==> config.mk <==
export PLATFORM = sky130hd
export DESIGN_NAME = wino_load_scheduler
export DESIGN_NICKNAME = d
export VERILOG_FILES = /design/src/rtl/wino_load_scheduler.sv
export SDC_FILE = /design/constraint.sdc
export NUM_CORES = 1
export LEC_CHECK = 0
export ABC_AREA = 1
export BUFFER_PORTS_ARGS = -buffer_cell sky130_fd_sc_hd__buf_2
export CAP_MARGIN = 0
export CORE_AREA = 2 2 234 236
export DETAILED_ROUTE_END_ITERATION = 6
export DIE_AREA = 0 0 236 238
export HOLD_SLACK_MARGIN = 0.06
export PLACE_DENSITY = 0.44
export SYNTH_ARGS = -nofsm -noshare
export SYNTH_HDL_FRONTEND = slang
export SYNTH_SLANG_ARGS = --single-unit
==> constraint.sdc <==
create_clock -name clock -period 2.9 [get_ports clock]
set_input_delay 0.29 -clock clock [delete_from_list [all_inputs] [get_ports clock]]
set_output_delay 0.29 -clock clock [all_outputs]
set_load 0.05 [all_outputs]
==> src/rtl/wino_load_scheduler.sv <==
// wino_load_scheduler
//
// Sequences one Winograd layer pass. Weight rows, then input-tile rows, are
// taken from a host valid/ready stream and written into the weight and input
// scan memories. The compute array is then launched and the pass completes
// when it reports done. This block is the only writer of both memories.
//
// Optional feature: define WINO_WGT_REUSE_EN to add the reuse_wgt input. A
// start with reuse_wgt=1, once a full weight set has been loaded since reset,
// skips the weight phase and goes straight to loading input rows.
//
// Ports
//   clock          clock
//   reset          synchronous, active-high reset
//   start          begin a layer pass (honoured only when idle)
//   reuse_wgt      (WINO_WGT_REUSE_EN only) keep previously loaded weights
//   host_valid     host_data carries a word
//   host_data      row payload
//   host_ready     a word is accepted this cycle (combinational from state)
//   wgt_wr_en      weight memory write strobe (registered)
//   inp_wr_en      input memory write strobe (registered)
//   wr_addr        row address for the active strobe (registered)
//   wr_data        row data for the active strobe (registered)
//   compute_start  one-cycle launch pulse to the compute array
//   compute_done   compute array finished; only looked at while waiting
//   busy           high whenever a pass is in progress
//   done           one-cycle pass-complete pulse

module wino_load_scheduler #(
  parameter int unsigned DATA_WIDTH = 288,
  parameter int unsigned WGT_ROWS   = 128,
  parameter int unsigned INP_ROWS   = 128,
  parameter int unsigned ADDR_W     = $clog2((WGT_ROWS > INP_ROWS) ? WGT_ROWS : INP_ROWS)
) (
  input  logic                  clock,
  input  logic                  reset,
  input  logic                  start,
`ifdef WINO_WGT_REUSE_EN
  input  logic                  reuse_wgt,
`endif
  input  logic                  host_valid,
  input  logic [DATA_WIDTH-1:0] host_data,
  output logic                  host_ready,
  output logic                  wgt_wr_en,
  output logic                  inp_wr_en,
  output logic [ADDR_W-1:0]     wr_addr,
  output logic [DATA_WIDTH-1:0] wr_data,
  output logic                  compute_start,
  input  logic                  compute_done,
  output logic                  busy,
  output logic                  done
);

  typedef enum logic [2:0] {
    StIdle,
    StLoadWgt,
    StLoadInp,
    StLaunch,
    StWaitCmp,
    StFinish
  } state_e;

  localparam logic [ADDR_W-1:0] WgtLast = ADDR_W'(WGT_ROWS - 1);
  localparam logic [ADDR_W-1:0] InpLast = ADDR_W'(INP_ROWS - 1);
  localparam logic [ADDR_W-1:0] AddrOne = ADDR_W'(1);

  state_e            state_q;
  logic [ADDR_W-1:0] row_q;
  logic              xfer;
  logic              load_wgt_first;

`ifdef WINO_WGT_REUSE_EN
  logic wgt_loaded_q;
  assign load_wgt_first = !(reuse_wgt && wgt_loaded_q);
`else
  assign load_wgt_first = 1'b1;
`endif

  assign host_ready = (state_q == StLoadWgt) || (state_q == StLoadInp);
  assign xfer       = host_valid && host_ready;

  always_ff @(posedge clock) begin
    if (reset) begin
      state_q       <= StIdle;
      row_q         <= '0;
      wgt_wr_en     <= 1'b0;
      inp_wr_en     <= 1'b0;
      wr_addr       <= '0;
      wr_data       <= '0;
      compute_start <= 1'b0;
      busy          <= 1'b0;
      done          <= 1'b0;
`ifdef WINO_WGT_REUSE_EN
      wgt_loaded_q  <= 1'b0;
`endif
    end else begin
      // Write port lags the handshake by one cycle; address and data only
      // move on a transfer, so they hold between strobes.
      wgt_wr_en     <= xfer && (state_q == StLoadWgt);
      inp_wr_en     <= xfer && (state_q == StLoadInp);
      if (xfer) begin
        wr_addr <= row_q;
        wr_data <= host_data;
      end
      compute_start <= 1'b0;
      done          <= 1'b0;

      unique case (state_q)
        StIdle: begin
          if (start) begin
            row_q   <= '0;
            busy    <= 1'b1;
            state_q <= load_wgt_first ? StLoadWgt : StLoadInp;
          end
        end
        StLoadWgt: begin
          if (host_valid) begin
            if (row_q == WgtLast) begin
              row_q        <= '0;
              state_q      <= StLoadInp;
`ifdef WINO_WGT_REUSE_EN
              wgt_loaded_q <= 1'b1;
`endif
            end else begin
              row_q <= row_q + AddrOne;
            end
          end
        end
        StLoadInp: begin
          if (host_valid) begin
            if (row_q == InpLast) begin
              row_q         <= '0;
              state_q       <= StLaunch;
              compute_start <= 1'b1;
            end else begin
              row_q <= row_q + AddrOne;
            end
          end
        end
        StLaunch: begin
          state_q <= StWaitCmp;
        end
        StWaitCmp: begin
          if (compute_done) begin
            state_q <= StFinish;
            done    <= 1'b1;
          end
        end
        StFinish: begin
          state_q <= StIdle;
          busy    <= 1'b0;
        end
        default: begin
          state_q <= StIdle;
          busy    <= 1'b0;
        end
      endcase
    end
  end

endmodule

==> impl_metrics.toml, run 1 <==
[worst_setup_path]
critPathSlowestCell = "buf_12"
path_class = "flip-flop to flip-flop"
crit_path_end_kind = "flip-flop"
slowest_delay_ns = 0.43
start_kind = "flip-flop"
cp_data_arrival_time_ns = 2.50
worst_ep_required_time_ns = 3.37
crit_chain = "inv_1, nand3_1, nand2_2, nand2_8, buf_12, o21ai_1, nor2_1"
path_max_fanout = 142

[clock_tree]
cts.root.buffer_cell = "clkbuf_16"
htreeDepth = 2
cts_buffers = 38
clock_sinks = 310
clockBufferDepth = 3
clk_pin_slew_worst_paths_ns = 0.06
cts_tree = "done"
clk_latency_ns = 0.54

[sta]
clock_skew_ns = 0.0123
relSlewSlack = 0.521
layout_min_cycle_time_ns = 2.03
setup_viol = 0
fin_ws_ns = 0.869
period_share = 0.700
drv_slew = 0
fmax_mhz = 492
rsz0062_at_grt = "false"
finalHoldViolCount = 0
final.setup.tns_ns = 0
worstMarginPinSlew_ns = 0.718

[yosys]
synth_area_leaders = "dfxtp_1, nor2_1, o21ai_0"
synth_nets = 1689
synth.top_cell.area_share = 0.570
yosysMostFrequentCell = "nor2_1"
synth_seq_area_share = 0.570
synth_area_sq_um = 10900
avgSynthCellArea_sq_um = 7.80
synth_edf_count = 0
yosys_warnings = 0
async_flop_share = 0
yosys.area.top_type = "dfxtp_1"
synth-seq-cells = 310
synthCells = 1395
synth_flop_cell = "dfxtp_1"
netlist_top_cells_count = "nor2_1, dfxtp_1, o21ai_0"
yosys.cell_types.count = 23

[drt]
route.detailed.drc = 0
first_pass_iters = 5
ant_nets = 0
wl_per_cell_microns = 14.7
vias = 12155
via_per_inst = 4.11
initialDrtViolationCount = 503
postRouteWirelength_microns = 43300

[placed_design]
pre_cts_slack_ns = 0.932
dp.cells = 2600
io_buffers = 593
hpwlAfterDp_microns = 29700
gp_congestion = 0.864

[floorplan]
coreArea_sq_um = 53500
die_h_microns = 238
die-width_microns = 236
start_util = 0.203
rows = 85
ios = 594
die-area_sq_um = 56200

[global_routing]
antenna_found_initial = 2
grt_pass1_vias = 11960
grt_pass1_wl_microns = 66200
grt.total_usage = 0.147
overflow = 0
grt_max_degree = 143

[hold_path]
holdCritPathClass = "primary input to flip-flop"

[outcome]
outcome = "completed"

[final_layout]
layout.cells.non_filler = 2956
layout-drive-gt1-share = 0.296
fill_cells = 5670
antenna_cells = 0
syn_to_final_growth_pct = 70.0
nets = 2525

[power]
p_total_mw = 21.4
peakVddDrop_mv = 0.550
leakage_nw = 8.57
power_density_nw_per_um2 = 1160

[flow_run]
maxCapViolCount = 0
-- kinds of logic (layout without fill, tap and decap cells) --
kind of cell,after synthesis,in the layout,synth area share
compound gates,316,316,0.146
fa+ha+maj,1,1,0.00115
buf+inv,117,982,0.0551
flops,310,310,0.570
simple gates,651,651,0.228
-- cell usage in the layout (no fill, tap or decap), types with 12 or more instances in the layout --
master / instances
nor2_1: 596
buf_2: 593
dfxtp_1: 310
dlygate4sd3_1: 287
o21ai_0: 200
o21ai_1: 100
clkbuf_16: 41
nand2_1: 35
inv_1: 16
a21oi_1: 15
clkbuf_1: 15
nand3_1: 12
-- layer usage --
metal	vias to the layer above	GRT usage	wire, microns	part of all wire
met5	-	0	26	0.00060
li1	6156	-	-	-
met2	401	0.259	21400	0.49
met3	91	0.0388	2960	0.068
met4	4	0.0581	1380	0.032
met1	5503	0.169	17600	0.41
-- where the power goes --
| part | total [mW] | switching (mW) | leakage, nW | internal (mW) |
|---|---|---|---|---|
| logic | 10.3 | 7.92 | 5.43 | 2.39 |
| registers | 6.45 | 0.735 | 2.54 | 5.71 |
| clock network | 4.67 | 1.88 | 0.601 | 2.80 |
| total | 21.4 | 10.5 | 8.57 | 10.9 |
-- layout make-up --
cell class / count / area, sq um / area share
multi-input combinational: 968 / 4090 / 0.221
sequential: 310 / 6210 / 0.335
inverter: 19 / 83.8 / 0.00453
clock buffer: 64 / 1190 / 0.0644
tap: 696 / 871 / 0.0471
timing repair buffer: 894 / 6030 / 0.326
clock inverter: 5 / 32.5 / 0.00176
-- per-stage QoR --
step,utilization,hold WS (ns),area (sq um)
finish,0.346,0.0813,18500
global route,0.346,0.107,18500
CTS,0.346,0.0670,18500
detailed placement,0.269,0.458,14400
global placement,0.269,0.459,14400
floorplan,-,0.367,10900
-- worst max-delay path, delay by kind of cell (launching register included) --
kind,cells,cell delay [ns]
compound gates,1,0.26
buf+inv,2,0.51
flops,1,0.40
simple gates,4,0.60
-- repair_timing --
item / 4_1_cts / 5_1_grt
hold buffers: 287 / 0
resized for setup: 0 / 0
setup buffers: 0 / 0
setup endpoints to repair: 0 / 0
endpoints found under the hold margin: 287 / 0
-- flip-flops by register name (all words and copies together) (netlist names) --
name and cells:
row_q 7, done 1, busy 1, inp_wr_en 1, state_q 3, compute_start 1, wr_addr 7, wr_data 288
wgt_wr_en 1
-- worst paths after layout --
kind | startpoint | to | slack (ns) | depth (start not counted)
max | state_q[1] | wr_data[140] | 0.87 | 7
max reg2reg | state_q[1] | wr_data[140] | 0.87 | 7
min | host_data[283] | wr_data[283] | 0.08 | 3
min reg2reg | row_q[6] | row_q[6] | 0.46 | 2
Note: power is estimated with default switching activity, not from simulation.
==> inputs of run 2 (changes only) <==
Clock period 2.9 ns to 1.9 ns, I/O delays scaled along.
==> run 2 against run 1 <==
Net effect: flip-flop and latch count stayed put; via count up 2.0%; count of clock-buffer cells in the layout is 7 lower; wire length up 2.7%; critical path depth is 2 lower; critical endpoint is now host_ready; largest power group unchanged.
==> impl_metrics.toml, run 2 (synthesized netlist as in run 1, its figures left out) <==
[power]
peakVddDrop_mv = 0.855
p_int_mw = 17.7
leakage_nw = 8.88
pwr-share-comb = 0.483
power_density_nw_per_um2 = 1780
p_sw_mw = 16.3
pwr-share-clk = 0.228
power_frac_seq = 0.290
swShare = 0.479

[drt]
via_per_inst = 4.14
wl_met2_microns = 21300
met3WireLength_microns = 2670
wl_met1_microns = 18700
first_pass_iters = 5
initialDrtViolationCount = 554
dr.max_layer_used = "met4"
wl_per_cell_microns = 14.8
ant_nets = 0
route.detailed.drc = 0
postRouteWirelength_microns = 44500
vias = 12404

[hold_path]
holdCritPathClass = "primary input to flip-flop"

[worst_setup_path]
path_class = "flip-flop to output pin"
path_max_fanout = 7
slowest_delay_ns = 0.34
crit_chain = "inv_2, nand3_2, nand2_4, buf_4, buf_4"
start_kind = "flip-flop"
worst_ep_required_time_ns = 1.71
crit_path_end_kind = "output pin"
cp_data_arrival_time_ns = 1.60
critPathSlowestCell = "dfxtp_1"
cp_common_cell = "buf_4"

[floorplan]
coreArea_sq_um = 53500
die-width_microns = 236
ios = 594
die_h_microns = 238
die-area_sq_um = 56200
start_util = 0.203
rows = 85

[clock_tree]
cts_tree = "done"
clockBufferDepth = 3
clk_latency_ns = 0.54
clock_sinks = 310
htreeDepth = 2
cts_buffers = 39
cts.root.buffer_cell = "clkbuf_16"
clk_pin_slew_worst_paths_ns = 0.06

[sta]
rsz0062_at_grt = "false"
layout_min_cycle_time_ns = 1.79
fmax_mhz = 560
final.setup.tns_ns = 0
worstMarginPinSlew_ns = 0.461
clock_skew_ns = 0.0108
period_share = 0.940
finalHoldViolCount = 0
setup_viol = 0
relSlewSlack = 0.693
drv_slew = 0

[global_routing]
grt_max_degree = 106
grt_pass1_wl_microns = 67900
grt.total_usage = 0.150
grt_pass1_vias = 12426
overflow = 0
antenna_found_initial = 0

[final_layout]
final_common_cell = "nor2_1"
final_util = 0.357
reg_top3 = "wr_data: 288 flops, row_q: 7 flops, wr_addr: 7 flops"
fill_cells = 5610
regMostFlops = "wr_data"
nets = 2569
layout-drive-gt1-share = 0.309
syn_to_final_growth_pct = 75.6
final_cell_mix = "nor2_1, buf_2, dfxtp_1"
multi_input_area_sq_um = 4110
largest_register_ff_count = 288
layout.cells.non_filler = 2999
regArea_sq_um = 6210

[outcome]
outcome = "completed"

[placed_design]
io_buffers = 593
hpwlAfterDp_microns = 31200
gp_congestion = 0.852
dp.cells = 2633

[flow_run]
maxCapViolCount = 0
## run 2: path summary, 6_finish.rpt
| path | from | end | slack, ns | cells after the start |
|---|---|---|---|---|
| worst max-delay path | state_q[2] | host_ready | 0.11 | 5 |
| worst min-delay path | host_data[209] | wr_data[209] | 0.42 | 4 |
| worst max register to register | state_q[2] | wr_data[131] | 0.27 | 8 |
| worst min register to register | wr_data[185] | wr_data[185] | 0.47 | 2 |
## run 2: layout make-up
type                    count  area share
clock inverters            11     0.00976
diodes                      1    0.000131
flip-flops and latches    310       0.325
multi-input cells         969       0.215
repair buffers            936       0.340
inverters                  19     0.00465
clock buffers              57      0.0600
well taps                 696      0.0456
## run 2: stage by stage
stage	area, sq um	total power [mW]	setup WS (ns)	hold slack (ns)
2_1_floorplan	10900	21.5	0.327	0.267
3_3_place_gp	14800	25.7	0.172	0.424
3_5_place_dp	14800	25.8	0.107	0.431
4_1_cts	19000	34.2	0.0487	0.378
5_1_grt	19100	35.9	0.0249	0.416
6_report	19100	34.0	0.115	0.424
## run 2: power by group through the flow
stage	clock, mW	combinational, mW	sequential [mW]
6_report	7.74	16.4	9.83
5_1_grt	8.31	17.5	10.1
4_1_cts	8.03	16.4	9.85
3_5_place_dp	0	15.9	9.97
3_3_place_gp	0	15.8	9.88
2_1_floorplan	0	4.07	17.4
## run 2: routing by layer
layer / GRT usage / up-vias
met3: 0.0354 / 106
li1: - / 6234
met5: 0 / -
met4: 0.0701 / 0
met1: 0.178 / 5670
met2: 0.257 / 394
## run 2: worst max-delay path, delay by kind of cell, from the launching register on
kind	cells	cell delay [ns]
simple gates	2	0.24
buf+inv	3	0.47
flops	1	0.34
## run 2: repair_timing
action,4_1_cts,5_1_grt
endpoints found under the hold margin,301,0
resized for setup,1,5
pin swaps,0,2
endpoints found under the setup margin,1,82
gates cloned,0,1
buffers inserted,0,2
hold buffers,294,0
==> inputs of run 3 (changes only) <==
Settings changed: CELL_PAD_IN_SITES_DETAIL_PLACEMENT from default to 1, CELL_PAD_IN_SITES_GLOBAL_PLACEMENT from default to 1, CORE_AREA 2 2 234 236 to 2 2 231 233, DIE_AREA 0 0 236 238 to 0 0 233 235, PLACE_DENSITY 0.44 to 0.59.
==> run 3 against run 2 <==
Net effect: global-route usage increased by 2.7 points; non-clock buffer count down 18; final area is 1.1% lower; utilization increased by 0.45 points; via count rose by 3.9%; clock power fell by 1%; count of clock-buffer cells in the layout is 10 higher; flip-flop and latch count stayed put; combinational power hardly changed; worst hold slack better by 0.011 ns; final cell count decreased by 0.70%; critical path type is now flip-flop to flip-flop.
==> impl_metrics.toml, run 3 (synthesized netlist as in run 1, its figures left out) <==
[sta]
rsz0062_at_grt = "true"
fmax_mhz = 546
clock_skew_ns = 0.00891
final.setup.tns_ns = 0
worstMarginPinSlew_ns = 0.490
drv_slew = 0
relSlewSlack = 0.670
holdWs_ns = 0.436
layout_min_cycle_time_ns = 1.83
fin_ws_ns = 0.0683
period_share = 0.964
finalHoldViolCount = 0
setup_viol = 0

[final_layout]
layout-drive-gt1-share = 0.304
layout.cells.non_filler = 2978
final_common_cell = "nor2_1"
syn_to_final_growth_pct = 73.6
nets = 2550
regMostFlops = "wr_data"
largest_register_ff_count = 288
finalInstanceArea_sq_um = 18900
reg_top3 = "wr_data: 288 flops, row_q: 7 flops, wr_addr: 7 flops"
final_cell_mix = "nor2_1, buf_2, dfxtp_1"
final_util = 0.362

[placed_design]
dp.cells = 2608
hpwlAfterDp_microns = 33800
io_buffers = 593
pre_cts_slack_ns = 0.115
placed_area_sq_um = 14600
gp_congestion = 0.842

[power]
leakage_nw = 8.77
power_density_nw_per_um2 = 1790
peakVddDrop_mv = 0.960
p_total_mw = 33.9

[clock_tree]
cts.root.buffer_cell = "clkbuf_16"
clk_pin_slew_worst_paths_ns = 0.06
cts_tree = "done"
clockBufferDepth = 3
clock_sinks = 310
cts_buffers = 39
clk_latency_ns = 0.53
htreeDepth = 2

[worst_setup_path]
reg2reg_depth = 7
crit_path_end_kind = "flip-flop"
cp_data_arrival_time_ns = 2.24
path_max_fanout = 93
path_class = "flip-flop to flip-flop"
rrSetupSlack_ns = 0.07
worst_ep_required_time_ns = 2.31
start_kind = "flip-flop"

[floorplan]
rows = 84
ios = 594
start_util = 0.208
coreArea_sq_um = 52200
die-width_microns = 233
die_h_microns = 235
die-area_sq_um = 54800

[flow_run]
maxCapViolCount = 0

[hold_path]
whs_path_depth = 4
holdCritPathClass = "primary input to flip-flop"

[drt]
initialDrtViolationCount = 427
postRouteWirelength_microns = 50300
first_pass_iters = 4
wl_per_cell_microns = 16.9
route.detailed.drc = 0
ant_nets = 0
via_per_inst = 4.33
vias = 12883

[global_routing]
overflow = 0
grt_pass1_wl_microns = 76700
antenna_found_initial = 5
grt_max_degree = 94
grt_pass1_vias = 13935
grt.total_usage = 0.177

[outcome]
outcome = "completed"
## run 3: metal layers
layer  track usage  share of wire  vias to the layer above  wire, microns
met5             0              0                        -              0
met4        0.0890          0.048                        0           2440
met2         0.316           0.49                      464          24900
li1              -              -                     6197              -
met3        0.0544          0.074                      140           3700
met1         0.187           0.38                     6082          19300
## run 3: power breakdown
part           internal, mW  total [mW]  switching (mW)  leakage, nW
Combinational          3.90        16.4            12.5         5.57
Sequential             8.72        9.89            1.17         2.54
Clock                  4.73        7.64            2.90        0.656
Total                  17.4        33.9            16.5         8.77
## run 3: worst max-delay path, cell delays in order, from the launching register on
cell and delay [ns]:
dfxtp_1 0.35, inv_2 0.11, nand3_1 0.12, nand2_2 0.15, nand2_8 0.15, buf_12 0.23
o21ai_0 0.42, nor2_1 0.09
## run 3: repair_timing
| action | 4_1_cts | 5_1_grt |
|---|---|---|
| buffers inserted | 0 | 2 |
| hold buffers | 293 | 0 |
| gates resized for setup | 2 | 5 |
| endpoints found under the hold margin | 300 | 0 |
| pin swaps | 0 | 1 |
| gates cloned | 0 | 0 |
| endpoints found under the setup margin | 1 | 55 |
## run 3: worst paths after layout
path	start	endpoint
min reg2reg	row_q[6]	row_q[6]
min	host_data[224]	wr_data[224]
max reg2reg	state_q[2]	wr_data[110]
max	state_q[2]	wr_data[110]
## run 3: layout make-up
type                    instances  area [sq um]
diodes                          5          12.5
repair buffers                918          6310
clock buffers                  67          1290
multi-input cells             968          4090
inverters                      19          83.8
flip-flops and latches        310          6210
clock inverters                 3          42.5
fillers                      6349         33300
well taps                     688           861
